[config.mk]
export PLATFORM = sky130hd
export DESIGN_NAME = decode_issue
export DESIGN_NICKNAME = d
export VERILOG_FILES = /design/src/rtl/decode_issue.sv
export SDC_FILE = /design/constraint.sdc
export NUM_CORES = 1
export LEC_CHECK = 0
export ABC_CLOCK_PERIOD_IN_PS = 13200
export CAP_MARGIN = 20
export CORE_MARGIN = 2
export CORE_UTILIZATION = 61
export CTS_CLUSTER_SIZE = 20
export DETAILED_ROUTE_END_ITERATION = 16
export PLACE_DENSITY = 0.81
export REMOVE_ABC_BUFFERS = 1
export SLEW_MARGIN = 15
export SYNTH_ARGS = -nofsm -noshare
export SYNTH_HDL_FRONTEND = slang
export SYNTH_SLANG_ARGS = --single-unit
[constraint.sdc]
create_clock -name clk -period 13.2 [get_ports clk]
set_input_delay 1.98 -clock clk [delete_from_list [all_inputs] [get_ports clk]]
set_output_delay 1.98 -clock clk [all_outputs]
set_load 0.02 [all_outputs]
[src/rtl/decode_issue.sv]
// decode_issue: decode/issue stage in front of the 16-bit ALU.
//
// Accepts 16-bit instruction words on a valid/ready handshake. Immediate-
// format operations (codop 6-10) take the next accepted word as their imm.
// Operands are read from a 16x16 register file, with a same-cycle bypass
// from the writeback port. A per-register pending scoreboard holds an
// instruction until the registers it depends on have been written back.
// Issued values are registered onto the ALU outputs together with a
// one-cycle alu_valid pulse.
//
// Handshake: a word transfers on a rising edge where instr_valid and
// instr_ready are both high. instr_ready depends only on the FSM state and
// never on instr_valid. The upstream stage holds instr_data stable while
// instr_valid is high and the word has not yet transferred.
//
// Ports:
//   clk, reset            clock; asynchronous active-high reset
//   instr_valid/ready     upstream handshake
//   instr_data[15:0]      opcode word {codop, rd, rs1, rs2} or immediate word
//   wb_en/addr/data       writeback port (register write and pending clear)
//   codop, operando1,
//   operando2, imm, dest  ALU inputs and the destination index; they hold
//                         their last issued values between issues
//   alu_valid             one-cycle pulse: a new instruction has issued
//   illegal               one-cycle pulse: a word with codop 11-15 was dropped
//
// The FSM state is kept in the named signal 'state' so checkers can bind to it.
module decode_issue (
  input  logic        clk,
  input  logic        reset,
  input  logic        instr_valid,
  input  logic [15:0] instr_data,
  output logic        instr_ready,
  input  logic        wb_en,
  input  logic [3:0]  wb_addr,
  input  logic [15:0] wb_data,
  output logic [3:0]  codop,
  output logic [15:0] operando1,
  output logic [15:0] operando2,
  output logic [15:0] imm,
  output logic [3:0]  dest,
  output logic        alu_valid,
  output logic        illegal
);

  typedef enum logic [1:0] {S_OP, S_IMM, S_CHECK} state_t;

  state_t      state, state_nxt;
  logic [15:0] word_q;
  logic [15:0] imm_q;
  logic [15:0] regs [16];
  logic [15:0] pending;

  logic        hs;
  logic [3:0]  in_codop;
  logic        in_illegal;
  logic        in_itype;
  logic [3:0]  op_c, op_rd, op_rs1, op_rs2;
  logic        op_is_r;
  logic [15:0] rs1_val, rs2_val;
  logic [15:0] wb_clear;
  logic [15:0] pend_eff;
  logic [15:0] set_mask;
  logic        hazard;
  logic        issue;

  assign in_codop   = instr_data[15:12];
  assign in_illegal = (in_codop >= 4'd11);
  assign in_itype   = (in_codop >= 4'd6) && (in_codop <= 4'd10);

  assign op_c    = word_q[15:12];
  assign op_rd   = word_q[11:8];
  assign op_rs1  = word_q[7:4];
  assign op_rs2  = word_q[3:0];
  // Only legal words ever reach S_CHECK, so anything not R-type is I-type.
  assign op_is_r = (op_c <= 4'd5);

  // Register reads: R0 is hardwired to zero; a writeback to the same
  // non-zero index in this cycle is forwarded.
  always_comb begin
    rs1_val = regs[op_rs1];
    rs2_val = regs[op_rs2];
    if (wb_en && (wb_addr == op_rs1)) rs1_val = wb_data;
    if (wb_en && (wb_addr == op_rs2)) rs2_val = wb_data;
    if (op_rs1 == 4'd0) rs1_val = 16'd0;
    if (op_rs2 == 4'd0) rs2_val = 16'd0;
  end

  // A pending bit being cleared this cycle no longer blocks: its value
  // arrives through the bypass above.
  assign wb_clear = wb_en ? (16'd1 << wb_addr) : 16'd0;
  assign pend_eff = pending & ~wb_clear;
  assign hazard   = pend_eff[op_rs1] | (op_is_r & pend_eff[op_rs2]) | pend_eff[op_rd];
  assign issue    = (state == S_CHECK) && !hazard;
  assign set_mask = (issue && (op_rd != 4'd0)) ? (16'd1 << op_rd) : 16'd0;

  always_comb begin
    instr_ready = 1'b0;
    state_nxt   = state;
    case (state)
      S_OP: begin
        instr_ready = 1'b1;
        if (instr_valid) begin
          if (in_illegal)    state_nxt = S_OP;
          else if (in_itype) state_nxt = S_IMM;
          else               state_nxt = S_CHECK;
        end
      end
      S_IMM: begin
        instr_ready = 1'b1;
        if (instr_valid) state_nxt = S_CHECK;
      end
      S_CHECK: begin
        instr_ready = 1'b0;
        if (!hazard) state_nxt = S_OP;
      end
      default: state_nxt = S_OP;
    endcase
  end

  assign hs = instr_valid & instr_ready;

  always_ff @(posedge clk or posedge reset) begin
    if (reset) state <= S_OP;
    else       state <= state_nxt;
  end

  always_ff @(posedge clk or posedge reset) begin
    if (reset) begin
      word_q <= 16'd0;
      imm_q  <= 16'd0;
    end else begin
      if ((state == S_OP) && hs)  word_q <= instr_data;
      if ((state == S_IMM) && hs) imm_q  <= instr_data;
    end
  end

  always_ff @(posedge clk or posedge reset) begin
    if (reset) begin
      for (int i = 0; i < 16; i++) regs[i] <= 16'd0;
    end else if (wb_en && (wb_addr != 4'd0)) begin
      regs[wb_addr] <= wb_data;
    end
  end

  // Set takes priority over a same-cycle clear; bit 0 is never pending.
  always_ff @(posedge clk or posedge reset) begin
    if (reset) pending <= 16'd0;
    else       pending <= ((pending & ~wb_clear) | set_mask) & 16'hFFFE;
  end

  always_ff @(posedge clk or posedge reset) begin
    if (reset) begin
      codop     <= 4'd0;
      operando1 <= 16'd0;
      operando2 <= 16'd0;
      imm       <= 16'd0;
      dest      <= 4'd0;
      alu_valid <= 1'b0;
      illegal   <= 1'b0;
    end else begin
      alu_valid <= issue;
      illegal   <= (state == S_OP) && hs && in_illegal;
      if (issue) begin
        codop     <= op_c;
        operando1 <= op_is_r ? rs1_val : 16'd0;
        operando2 <= op_is_r ? rs2_val : rs1_val;
        imm       <= op_is_r ? 16'd0 : imm_q;
        dest      <= op_rd;
      end
    end
  end

endmodule

# After elaboration in Yosys (flattened, before gate mapping)
# Cells that the tools add are included.
# totals
ff_bits,363
in_bits,40
output_inout_bits,59
# classes
magnitude_cmp,11
eq_ne,7
shift,2
mux,31
bitwise_logic,10
n_reduce_logical,18
# op_table
operator,count
bitwise mux 256 bit,1
two-way mux 16 bit,14
binary-select mux 16 bit (select 4 bit),2
demux 16 bit (select 4 bit),1
<< shifter 1 x 4 -> 16 bit (first input constant),2
bitwise AND 16 bit,1
inverter 16 bit,1
bitwise OR 16 bit,1
greater-or-equal comparator 5 bit (second input constant),3
less-than comparator 4 x 5 -> 1 bit (second input constant),3
inverter 4 -> 5 bit,3
binary-select mux 1 bit (select 4 bit),3
logical AND 1 bit,10
two-way mux 2 bit,5
== test 4 bit,2
logical NOT 4 bit,2
nonzero test 4 bit,2
inequality test 2 bit (second input constant),3
one-hot mux 2 bit (3 select lines),1
less-than comparator 5 x 1 -> 1 bit (second input constant),1
greater-or-equal comparator 4 x 3 -> 1 bit (second input constant),1
greater-or-equal comparator 4 bit (second input constant),1
less-or-equal comparator 4 x 3 -> 1 bit (second input constant),1
less-or-equal comparator 4 bit (second input constant),1
9 further kinds,14

# Depth between registers and ports, before layout
# Gate-level depths: netlist of the first run.
# logic_depth
depth_word,14
mapped_depth,11
mapped_depth_nobuf,7

# Worst setup path after synthesis of the first run
# Ideal clock, no wire load.
# synth_timing
kind,input-to-reg
startpoint,in wb_addr[3]
endpoint,reg codop[0]
arrival_ns,3.931
setup_slack_ns,9.144
stages,10
n_path_buf,3
cell_sequence,or2_1 > or2_1 > buf_6 > a31o_1 > a211oi_2 > o32a_1 > nand4b_1 > buf_6 > buf_12 > mux2_4
# synth_via
elab_chain_len,11
# synth_rtl
item,line_no,text
from (decl),35,"input logic [3:0] wb_addr,"
<< shifter 1 x 4 -> 16 bit *,91,assign wb_clear = wb_en ? (16'd1 << wb_addr) : 16'd0;
two-way mux 16 bit *,91,
inverter 16 bit *,92,assign pend_eff = pending & ~wb_clear;
bitwise AND 16 bit *,92,
binary-select mux 1 bit (select 4 bit),93,assign hazard = pend_eff[op_rs1] | (op_is_r & pend_eff[op_rs2]) | pend_eff[op_rd];
two-way mux 1 bit (implied by the code),93,
bitwise AND 1 bit,93,
bitwise OR 1 bit,93,
bitwise OR 1 bit *,93,
logical NOT 1 bit *,-,
logical AND 1 bit *,94,assign issue = (state == S_CHECK) && !hazard;
to (signal assigned),165,codop <= op_c;
to (decl),37,"output logic [3:0] codop,"
# Mark *: on every way between the ends. The rest lies on a longest branch, timed or not. The select of a mux whose other input is x is not followed.
# A chain may end at the register's enable or synchronous reset.

# Worst setup path in the final report of the first run
# layout_timing
startpoint,in wb_addr[1]
endpoint,reg dest[2]
# layout_via
elab_chain_len,11
# layout_rtl
item,line_no,text
<< shifter 1 x 4 -> 16 bit *,91,
two-way mux 16 bit *,91,
inverter 16 bit *,92,
bitwise AND 16 bit *,92,
binary-select mux 1 bit (select 4 bit),93,
two-way mux 1 bit (implied by the code),93,
bitwise AND 1 bit,93,
bitwise OR 1 bit,93,
bitwise OR 1 bit *,93,
logical NOT 1 bit *,-,
logical AND 1 bit *,94,
to (signal assigned),169,dest <= op_rd;
to (decl),41,"output logic [3:0] dest,"
# Marked as above.

==> results.md, run 1 <==
- Across the run, the number of max-cap violations was 0.
- The routed design uses 22200 um of met2 wire.
- The flow ran to the end, and the final reports show no timing, DRC or antenna violations.
- In this run, placement finished with an instance count of ~1.7k.
- The maximum number of pins on one net before global-route repair is 87.
- The sequential fraction of design power is 34.5%.
- The total number of clock tree sinks is 363.
- In this run the tightest slew margin relative to its limit is 25.8%.
- In this run, distinct cell masters in the synthesized netlist total 57.
- Dividing the detail-routed wire length by the instance count gives 26.8 um.
- The master of the slowest instance on the critical path is sky130_fd_sc_hd__or2_1.
- The clock tree from TritonCTS is done.
- The number of hold buffers added after CTS was 0.
- The worst path in the final design needs a cycle of a little over 6000 ps, including I/O delays and setup.
- The total of warnings raised by yosys is 0.
- At the pin with the least slew margin, the transition time is 1110 ps.
- The I/O pin total is about 100.
- The static leakage is 9.06 nW.
- Data on the critical path arrives at its endpoint at 6490 ps.
- In the routed design, unresolved DRC markers number 0.
- The areal power density over the cells is roughly 240 nW/um^2.
- Yosys instantiated no cell more often than sky130_fd_sc_hd__dfrtp_1.
- The all-layer global routing usage is 29.9%.
- The routed design uses 3730 um of met3 wire.
- In the final layout, the share of cells above drive strength 1 is 42.0%.
- The average footprint of a synthesized cell is 14.4 um^2.
- The count of pins over their slew limit is 0.
- After clock tree synthesis, the clock-pin slew on the worst setup and hold paths is 60 ps.
- Yosys attributes the largest share of cell area to sky130_fd_sc_hd__dfrtp_1 48%, sky130_fd_sc_hd__mux4_2 17%, sky130_fd_sc_hd__mux2_2 16%, sky130_fd_sc_hd__mux2_4 3.0%, sky130_fd_sc_hd__mux2i_1 1.8%.
- The number of global-route vias before repair is around 12k.
- The core region area is 30500 um^2.
- Once detailed placement completed, the half-perimeter wirelength came to 27500 um.
- The number of design-rule violations left by the first detailed-router iteration is 1133.
- The buffer depth of the longest clock path is 3.
- The count of antenna-violating nets left after detailed routing is 0.
- The critical path goes through clkdlybuf4s50_1, nand3b_1, or2_1, a32o_1, o32ai_2, o311a_1, nand4b_1, buf_4, buf_4, mux2_2.
- For the final database, setup skew stands at 10.5 ps.
- The setup total negative slack is 0 ps.
- For this block, the routed nets add up to 47600 um of wire.
- Of the available clock period, the critical path in the final layout requires 46.1%.
- Detailed routing inserted a total of 12.0k vias.
- The cell count after synthesis is between 1k and 1.5k.
- The number of antenna diodes in the final layout is 0.
- The proportion of synthesized flip-flops having asynchronous set or reset is 100%.
- The highest routing layer actually used is met5.
- After synthesis, the largest area contributor takes up 48.1% of total cell area.
- The count of cells resized by post-cts repair is 0.
- Setup repair after global routing left no endpoint under its margin.
- In this run the vertical extent of the chip is 180 um.
- The most frequent cell on the critical path is sky130_fd_sc_hd__buf_4.
- sky130_fd_sc_hd__dfrtp_1 takes more of the synthesized area than any other cell.
- After synthesis, flip-flops and latches occupy between 40% and 50% of the total area.
- The share of total power in the clock network is 22.2%.
- The detailed router put a total of 19700 um of wire on met1.
- In the final design database the tool counted between 1k and 1.5k nets.
- The worst setup path is captured at a flop.
- The aggregate global routing overflow is 0.
- For this design the total switching power over the nets is 1.85 mW.
- By count the netlist is led by 363 x sky130_fd_sc_hd__dfrtp_1, 272 x sky130_fd_sc_hd__mux2_2, 145 x sky130_fd_sc_hd__mux4_2.
- The initial antenna violation count was 1.
- The starting density of the core is 61.9%.
- IR analysis of the VDD net gives a maximum drop of 0.000196 V.
- The predominant post-synthesis flop cell is sky130_fd_sc_hd__dfrtp_1.
- The insertion delay of the later-clocked pin in the worst-skew pair is 530 ps.
- From synthesis to final layout, the design area changed by 13.3%.
- The critical setup path kind is input pin to flop.
- The post-layout total power is 5.17 mW.
- The largest fanout on the critical path is 42.
- The number of enable flip-flop cells after synthesis is 0.
- The total number of placement rows is 64.
- The die width is about 180 um.
- The design internal power is 3.32 mW.
- The global-route wire length before repair is around 74000 um.
- The number of hold-slack violations in the final timing report is 0.
- After synthesis the netlist holds a flip-flop and latch count of roughly 360.
- The worst hold path belongs to the class flop to flop.
- The count of input and output buffers is 98.
- The tree is rooted in a sky130_fd_sc_hd__clkbuf_16.
- The routability congestion estimate from global placement is 0.881.
- The combinational power share is 43.2%.
- The critical path data required time is 13610 ps.
- Net switching is 35.8% of the power.
- The total standard cell area after synthesis is roughly 19000 um^2.
- The element type at the critical path start is an input pin.
- The first TritonRoute pass finished after 5 iterations.
- The final cell count without fillers is 1778.
- Post-CTS timing repair inserted 0 buffers for setup.
- The achievable frequency is 165 MHz.
- The largest single stage delay on the critical path is 860 ps.
- Setup violations remaining at the end of the flow were counted as 0.
- The total die area is 32400 um^2.
- The H-tree generated during clock tree synthesis spans 2 levels.
- The number of buffers inserted during clock tree synthesis is 39.
- The average via count per standard cell is 6.77.
- The tightest hold path in the finished design has a slack of about 400 ps.
- The utilization after layout is 70.1%.
==> layout by cell type (no fill, tap or decap), drive strengths merged, types with 2 or more instances in the layout <==
master	n
bufinv	5
o31ai	9
nand2b	6
mux2	310
a21o	3
mux2i	34
clkinvlp	2
xnor2	2
nor2	34
nand4	2
clkinv	10
o221ai	17
o41ai	6
clkdlybuf4s50	98
nand3b	2
or2	6
nand2	83
nor2b	4
nand4b	2
o211ai	19
nand3	6
a21oi	9
mux4	145
inv	41
and2	2
o21ai	37
dfrtp	363
o2111ai	6
a32oi	16
nor3	2
clkbuf	51
buf	27
xor2	6
and3	2
==> state kept, by name, summed over array words and instances (netlist names) <==
name / cells
operando2: 16
word_q: 16
imm: 16
operando1: 16
pending: 15
imm_q: 16
alu_valid: 1
codop: 4
state: 2
regs: 256
illegal: 1
dest: 4
==> metal layers <==
layer | up-vias | GRT usage (%)
met5 | - | 0
met4 | 2 | 12.2
li1 | 5035 | -
met2 | 574 | 46.3
met3 | 135 | 5.53
met1 | 6295 | 42.5
==> final timing paths <==
| kind | start | endpoint | slack (ps) | cells after the start |
|---|---|---|---|---|
| worst max register to register | word_q[5] | dest[2] | 9050 | 9 |
| max in group asynchronous | reset | operando2[8] | 9170 | 5 |
| min in group asynchronous | reset | imm[8] | 1900 | 2 |
| worst min-delay path | regs[251] | regs[251] | 400 | 0 |
| worst min register to register | regs[251] | regs[251] | 400 | 0 |
| worst max-delay path | wb_addr[1] | dest[2] | 7120 | 10 |
==> kinds of logic after synthesis <==
logic type                Yosys count  synth area share [%]
xor gates and xnor gates            8                 0.371
AOI/OAI and AO/OA                 131                  5.30
muxes                             489                  38.3
buffers and inverters             167                  4.10
and+or+nand+nor                   157                  3.77
DFF                               363                  48.1
==> through the flow <==
step | instance area [um^2] | setup slack (ps)
finish | 21400 | 7120
global route | 21400 | 7000
CTS | 21300 | 7020
detailed placement | 20000 | 6480
global placement | 20000 | 6570
floorplan | 18300 | 1140
==> critical path: cells and delay by family <==
kind,cells,cell delay [ps]
AOI/OAI and AO/OA,3,720
buffers and inverters,3,1840
muxes,1,410
and+or+nand+nor,3,1520
==> cell type report <==
class / instances / area (um^2)
Tap cell: 396 / 495
Multi-Input combinational cell: 785 / 9070
Fill cell: 1989 / 9130
Clock inverter: 18 / 246
Timing Repair Buffer: 125 / 1200
Clock buffer: 51 / 1110
Inverter: 40 / 158
Sequential cell: 363 / 9100
==> power groups by stage <==
stage	sequential [mW]	combinational (mW)	clock, mW
6_report	1.79	2.24	1.15
5_1_grt	1.83	2.37	1.21
4_1_cts	1.78	2.23	1.16
3_5_place_dp	1.79	2.21	0
3_3_place_gp	1.77	2.18	0
2_1_floorplan	1.89	1.49	0
Note: power is estimated with default switching activity, not from simulation.
==> inputs of run 2 (changes only) <==
--- a/config.mk
+++ b/config.mk
@@ -5,7 +5,7 @@
 export SDC_FILE = /design/constraint.sdc
 export NUM_CORES = 1
 export LEC_CHECK = 0
-export ABC_CLOCK_PERIOD_IN_PS = 13200
+export ABC_CLOCK_PERIOD_IN_PS = 6200
 export CAP_MARGIN = 20
 export CORE_MARGIN = 2
 export CORE_UTILIZATION = 61
==> constraint.sdc (replaced) <==
create_clock -name clk -period 6.2 [get_ports clk]
set_input_delay 0.93 -clock clk [delete_from_list [all_inputs] [get_ports clk]]
set_output_delay 0.93 -clock clk [all_outputs]
set_load 0.02 [all_outputs]
==> run 2 against run 1 <==
  * Non-clock buffer count increased by 1
  * Sequential cell count did not move
  * Clock skew grew 7.3 ps
  * Critical endpoint is now dest[1]
  * Highest routed layer is now met4
==> results.md, run 2 (synthesized netlist as in run 1, its figures left out) <==
- Compared with the post-synthesis result, the final layout area differs by 12.9%.
- The relative slew slack is 20.3% (-5.5 points).
- The fraction of layout cells with a size suffix above 1 is 41.6% (-0.46 points).
- The final antenna diode count is 0 (unchanged).
- The maximum number of pins on one net before global-route repair is 112 (+29%).
- The register clock-pin slew on the reported worst setup and hold paths is 60 ps (about the same).
- The half-perimeter wire length of the detailed placement result is 27700 um (+0.49%).
- The insertion delay of the later-clocked pin in the worst-skew pair was 530 ps (about the same).
- The peak ir drop on the vdd network is 0.000346 V (+77%).
- The count of H-tree levels built during CTS was 2 (unchanged).
- The static leakage came to 9.04 nW (-0.28%).
- The remaining design rule violation count is 0 (unchanged).
- The final cycle utilization of the critical path is 72.4%.
- The arrival time reported for the critical path endpoint is 4910 ps (-1580 ps).
- The average routed wire per standard cell is 26.5 um (-0.97%).
- The core region area is 30500 um^2 (unchanged).
- The total die area is 32400 um^2 (unchanged).
- The cell area after layout is 21300 um^2 (-0.29%).
- The all-layer global routing usage came to 30.0% (+0.15 points).
- The register with the most flip-flops is regs.
- The run finished with clean final reports.
- The number of hold-repair buffers added at the cts stage is 0 (unchanged).
- The clock period minus final worst setup slack is between 4000 and 5000 ps.
- The largest fanout on the critical path came to 46 (+9.5%).
- The global-route wire length before repair is 74600 um (+0.65%).
- The routability congestion estimate from global placement is 0.872 (-0.97%).
- The areal power density over the cells was 512 nW/um^2 (+110%).
- The placed instance area is 20000 um^2 (+0.14%).
- The critical path data required time is 6620 ps (-6990 ps).
- STA classifies the critical path startpoint as an input pin.
- The count of pins over their slew limit is 0 (unchanged).
- Setup repair after global routing left no endpoint under its margin.
- The total number of clock tree sinks is 363 (unchanged).
- The total number of placement rows is 64 (unchanged).
- The number of design-rule violations left by the first detailed-router iteration is 1082 (-4.5%).
- The number of detailed-routing iterations run before antenna repair was 5 (unchanged).
- The pin slew with the least headroom to its limit was 1190 ps (+82.3 ps).
- The die width is 180 um (unchanged).
- The number of nets in the layout is 1394 (unchanged).
- The final setup violation count is 0 (unchanged).
- The number of vias in the routed layout is 12.0k (-0.21%).
- Leaving out fill and tap cells, the most frequent cell in the layout is sky130_fd_sc_hd__dfrtp_1.
- The worst clock skew came to 17.8 ps (+7.27 ps).
- The initial antenna violation count came to 0 (-1).
- The count of max-cap constraint violations was 0 (unchanged).
- The buffer depth of the longest clock path was 3 (unchanged).
- The utilization after layout is 69.9% (-0.20 points).
- The type of the tightest min-delay check is flop to flop.
- The setup fix buffers added after clock tree synthesis is 0 (unchanged).
- The post-layout total power is 10.9 mW (+110%).
- The number of global-route vias before repair is 12.5k (+0.37%).
- The average via count per standard cell was 6.75 (-0.26%).
- The count of input and output buffers is 98 (unchanged).
- The top cell types in the final layout, fill and taps aside, are 359 x sky130_fd_sc_hd__dfrtp_1, 272 x sky130_fd_sc_hd__mux2_2, 145 x sky130_fd_sc_hd__mux4_2.
- The starting density of the core is 61.9% (unchanged).
- The height of the die is 180 um (unchanged).
- The achievable frequency is 223 MHz.
- The minimum hold slack is 394 ps (-2.21 ps).
- The cell depth of the worst min-delay path is 0 (unchanged).
- The count of antenna-violating nets left after detailed routing is 0 (unchanged).
- The worst reg-to-reg path cell count is 8 (-1).
- TritonCTS built the clock tree.
- The sum of routed wire length over all layers is 47200 um (-0.91%).
- The number of buffers inserted during clock tree synthesis is 38 (-2.6%).
- The cell sitting at the root of the clock tree is a sky130_fd_sc_hd__clkbuf_16.
- The critical setup path kind is input pin to flop.
- STA classifies the critical path endpoint as a flop.
- The aggregate global routing overflow came to 0 (unchanged).
- The count of cells resized by post-cts repair is 0 (unchanged).
- The number of hold-slack violations in the final timing report is 0 (unchanged).
- The number of flip-flops in the largest register is 256 (unchanged).
- The I/O pin total is 99 (unchanged).
-- run 2: report_power, final --
group          total, mW  switching (mW)  internal [mW]
clock               2.36           0.940           1.42
combinational       4.75            2.21           2.53
sequential          3.80           0.744           3.06
total               10.9            3.90           7.01
-- run 2: routing by layer --
layer,GRT usage (%),share of wire [%],wire [um],up-vias
met5,0,0,0,-
met4,12.8,4.5,2140,0
met3,5.73,7.8,3670,129
met2,45.9,46,21900,550
met1,42.9,41,19500,6298
li1,-,-,-,5039
-- run 2: through the flow --
step                setup TNS, ps  cells  setup WS (ps)
detailed placement              0   1709           1240
global route                    0   1779           1560
floorplan                -1846390   1188          -4810
global placement                0   1709           1360
finish                          0   1779           1710
CTS                             0   1778           1780
-- run 2: worst paths after layout --
check	startpoint	to	slack, ps
worst min register to register	regs[254]	regs[254]	390
worst min-delay path	regs[254]	regs[254]	390
worst max-delay path	wb_addr[0]	dest[1]	1710
worst max register to register	word_q[5]	dest[1]	2610
max in group asynchronous	reset	regs[150]	4050
min in group asynchronous	reset	imm[8]	950
-- run 2: worst max-delay path, cell delays in order --
cell,delay (ps)
sky130_fd_sc_hd__clkdlybuf4s50_1,620
sky130_fd_sc_hd__nand3b_1,500
sky130_fd_sc_hd__or2_1,620
sky130_fd_sc_hd__buf_4,310
sky130_fd_sc_hd__and4b_1,220
sky130_fd_sc_hd__o32ai_2,90
sky130_fd_sc_hd__o311a_1,320
sky130_fd_sc_hd__nand4b_1,140
sky130_fd_sc_hd__buf_4,690
sky130_fd_sc_hd__mux2_2,410
-- run 2: cell type report --
class                      count  area (um^2)
inverter                      40          158
clock buffer                  58         1130
timing repair buffer         126         1200
multi-input combinational    785         9070
sequential                   363         9100
clock inverter                11          174
tap                          396          495
fill                        1984         9190
==> inputs of run 3 (changes only) <==
--- a/config.mk
+++ b/config.mk
@@ -5,13 +5,13 @@
 export SDC_FILE = /design/constraint.sdc
 export NUM_CORES = 1
 export LEC_CHECK = 0
-export ABC_CLOCK_PERIOD_IN_PS = 6200
+export ABC_CLOCK_PERIOD_IN_PS = 3800
 export CAP_MARGIN = 20
 export CORE_MARGIN = 2
-export CORE_UTILIZATION = 61
+export CORE_UTILIZATION = 55
 export CTS_CLUSTER_SIZE = 20
 export DETAILED_ROUTE_END_ITERATION = 16
-export PLACE_DENSITY = 0.81
+export PLACE_DENSITY = 0.77
 export REMOVE_ABC_BUFFERS = 1
 export SLEW_MARGIN = 15
 export SYNTH_ARGS = -nofsm -noshare
==> constraint.sdc (replaced) <==
create_clock -name clk -period 3.8 [get_ports clk]
set_input_delay 0.57 -clock clk [delete_from_list [all_inputs] [get_ports clk]]
set_output_delay 0.57 -clock clk [all_outputs]
set_load 0.02 [all_outputs]
==> run 3 against run 2 <==
  * Worst hold slack better by 5.1 ps
  * Wire length up 2.0%
  * Clock skew grew 4.6 ps
  * Sequential share of layout area down 0.66 points
  * Die area rose by 11%
  * Final cell count rose by 4.4%
  * Final area grew 1.6%
  * Critical path depth decreased by 1
  * Sequential power up 58%
  * Non-clock buffer count grew 31
  * Global-route usage shrank 2.3 points
  * Clock power increased by 55%
==> results.md, run 3 (synthesized netlist as in run 1, its figures left out) <==
- The run finished with clean final reports.
- The total number of clock tree sinks is 363 (unchanged).
- The final setup violation count is 0 (unchanged).
- The relative slew slack came to 18.1% (-2.2 points).
- The remaining design rule violation count is 0 (unchanged).
- The setup fix buffers added after clock tree synthesis came to 0 (unchanged).
- The count of pins over their slew limit was 0 (unchanged).
- The peak ir drop on the vdd network is 0.000589 V (+70%).
- The achievable frequency is 308 MHz.
- The critical setup path kind is input pin to flop.
- The cell family contributing the most delay on the critical path is multiplexers.
- In this run the critical register-to-register path is launched from word_q[4].
- The final antenna diode count is 0 (unchanged).
- The clock root buffer is sky130_fd_sc_hd__clkbuf_16.
- The multi-input gate area in the final layout was 9050 um^2 (-0.17%).
- The final cycle utilization of the critical path is 85.6%.
- The number of fill cells is 2467 (+24%).
- Setup repair after global routing left no endpoint under its margin.
- The worst clock skew is 22.4 ps (+4.58 ps).
- The number of detailed-routing iterations run before antenna repair came to 5 (unchanged).
- The critical path goes through clkdlybuf4s50_1, nand3b_1, o21ai_1, mux2_2, mux4_2, o32a_1, nand4b_1, buf_12, mux2_4.
- The worst setup path is captured at a flop.
- The routability congestion estimate from global placement is 0.849 (-2.6%).
- The I/O pin total came to 99 (unchanged).
- The master of the slowest instance on the critical path is sky130_fd_sc_hd__clkdlybuf4s50_1.
- The number of buffers inserted during clock tree synthesis is 37 (-2.6%).
- The areal power density over the cells came to 825 nW/um^2 (+61%).
- The utilization after layout is 64.3% (-5.6 points).
- The sum of routed wire length over all layers came to 48100 um (+2.0%).
- The number of hold-repair buffers added at the cts stage is 0 (unchanged).
- The maximum number of pins on one net before global-route repair was 88 (-21%).
- The count of input and output buffers is 98 (unchanged).
- TritonCTS built the clock tree.
- The area growth from synthesis to layout is 14.7%.
- The number of flip-flops in the largest register came to 256 (unchanged).
- The average via count per standard cell came to 6.48 (-4.1%).
- The largest fanout on the critical path is 24 (-48%).
- The number of design-rule violations left by the first detailed-router iteration is 955 (-12%).
- The worst setup path startpoint is wb_addr[1].
- The initial antenna violation count is 1 (+1).
- The worst hold path begins at regs[240].
- The number of vias in the routed layout came to 12.0k (+0.19%).
- The final cell count without fillers is 1858 (+4.4%).
- The largest stage delay on the critical path was 600 ps (-90 ps).
- The die width came to 189 um (+5.2%).
- The count of cells resized by post-cts repair is 0 (unchanged).
- The global-route wire length before repair is 75600 um (+1.4%).
- The aggregate global routing overflow came to 0 (unchanged).
- The number of hold-slack violations in the final timing report came to 0 (unchanged).
- The static leakage is 9.20 nW (+1.8%).
- STA classifies the critical path startpoint as an input pin.
- The setup total negative slack came to 0 ps (unchanged).
- The register clock-pin slew on the reported worst setup and hold paths is 50 ps (about the same).
- Leaving out fill and tap cells, the most frequent cell in the layout is sky130_fd_sc_hd__dfrtp_1.
- The insertion delay of the later-clocked pin in the worst-skew pair is 550 ps (+20 ps).
- The post-layout total power is 17.9 mW (+64%).
- The count of antenna-violating nets left after detailed routing is 0 (unchanged).
- The half-perimeter wire length of the detailed placement result came to 28500 um (+2.9%).
- The number of nets in the layout is 1424 (+2.2%).
- The type of the tightest min-delay check is flop to flop.
- The core region area is 33700 um^2 (+10%).
- The number of global-route vias before repair was 12.7k (+1.6%).
- The starting density of the core is 56.0% (-5.9 points).
- The top cell types in the final layout, fill and taps aside, are 359 x sky130_fd_sc_hd__dfrtp_1, 272 x sky130_fd_sc_hd__mux2_2, 145 x sky130_fd_sc_hd__mux4_2.
- The arrival time reported for the critical path endpoint is 3660 ps (-1250 ps).
- The total die area was 35800 um^2 (+11%).
- The height of the die is 189 um (+5.2%).
- The critical path data required time was 4210 ps (-2410 ps).
- The number of placed instances, taps included was 1793 (+4.9%).
- Counting I/O delays and the setup requirement, the final critical path takes 3250 ps.
- The pin slew with the least headroom to its limit was 1230 ps (+36.4 ps).
- The total number of placement rows was 67 (+4.7%).
- The fraction of layout cells with a size suffix above 1 is 42.8% (+1.3 points).
- The buffer depth of the longest clock path is 3 (unchanged).
- The count of max-cap constraint violations is 0 (unchanged).
- The footprint of the flip-flops and latches was 9100 um^2 (unchanged).
- The combined buffer and inverter count along the critical path is 2 (-1).
- The average routed wire per standard cell came to 25.9 um (-2.3%).
- Ranked by flip-flop count, first place goes to regs.
- The all-layer global routing usage came to 27.8% (-2.3 points).
- The count of H-tree levels built during CTS is 2 (unchanged).
run 3: worst paths after layout:
kind | slack (ps) | to | cells past startpoint
worst max-delay path | 550 | operando1[0] | 9
worst min-delay path | 400 | regs[240] | 0
worst max register to register | 830 | operando1[0] | 9
worst min register to register | 400 | regs[240] | 0
max in group asynchronous | 2400 | regs[119] | 3
min in group asynchronous | 550 | imm_q[9] | 2
run 3: layout make-up:
class / count / area share, %
timing repair buffer: 157 / 7.21
clock inverter: 9 / 0.560
multi-input combinational: 785 / 41.8
tap: 448 / 2.59
inverter: 40 / 0.728
clock buffer: 56 / 5.11
sequential: 363 / 42.0
run 3: power by group:
part | total [mW] | switching [mW] | internal [mW]
Combinational | 8.20 | 3.87 | 4.33
Sequential | 6.00 | 1.01 | 4.99
Clock | 3.66 | 1.51 | 2.15
Total | 17.9 | 6.38 | 11.5
run 3: per-stage QoR:
| step | instance area (um^2) | hold WS [ps] | setup slack (ps) |
|---|---|---|---|
| after floorplan | 18300 | 365 | -6850 |
| after global placement | 20400 | 376 | 109 |
| after detailed placement | 20400 | 384 | 41.7 |
| after CTS | 21700 | 397 | 568 |
| after global routing | 21700 | 406 | 399 |
| final | 21700 | 399 | 548 |
run 3: worst register-to-register path: cells and delay by family, from the launching register on:
family	cells	cell delay (ps)
buffers and inverters	3	1070
muxes	1	340
AOI/OAI and AO/OA	3	520
DFF	1	430
and+or+nand+nor	2	500
run 3: metal layers:
metal	GRT usage [%]	part of all wire (%)
met5	0	0.027
met4	9.75	3.5
met3	6.23	8.1
met2	43.7	47
met1	38.6	41
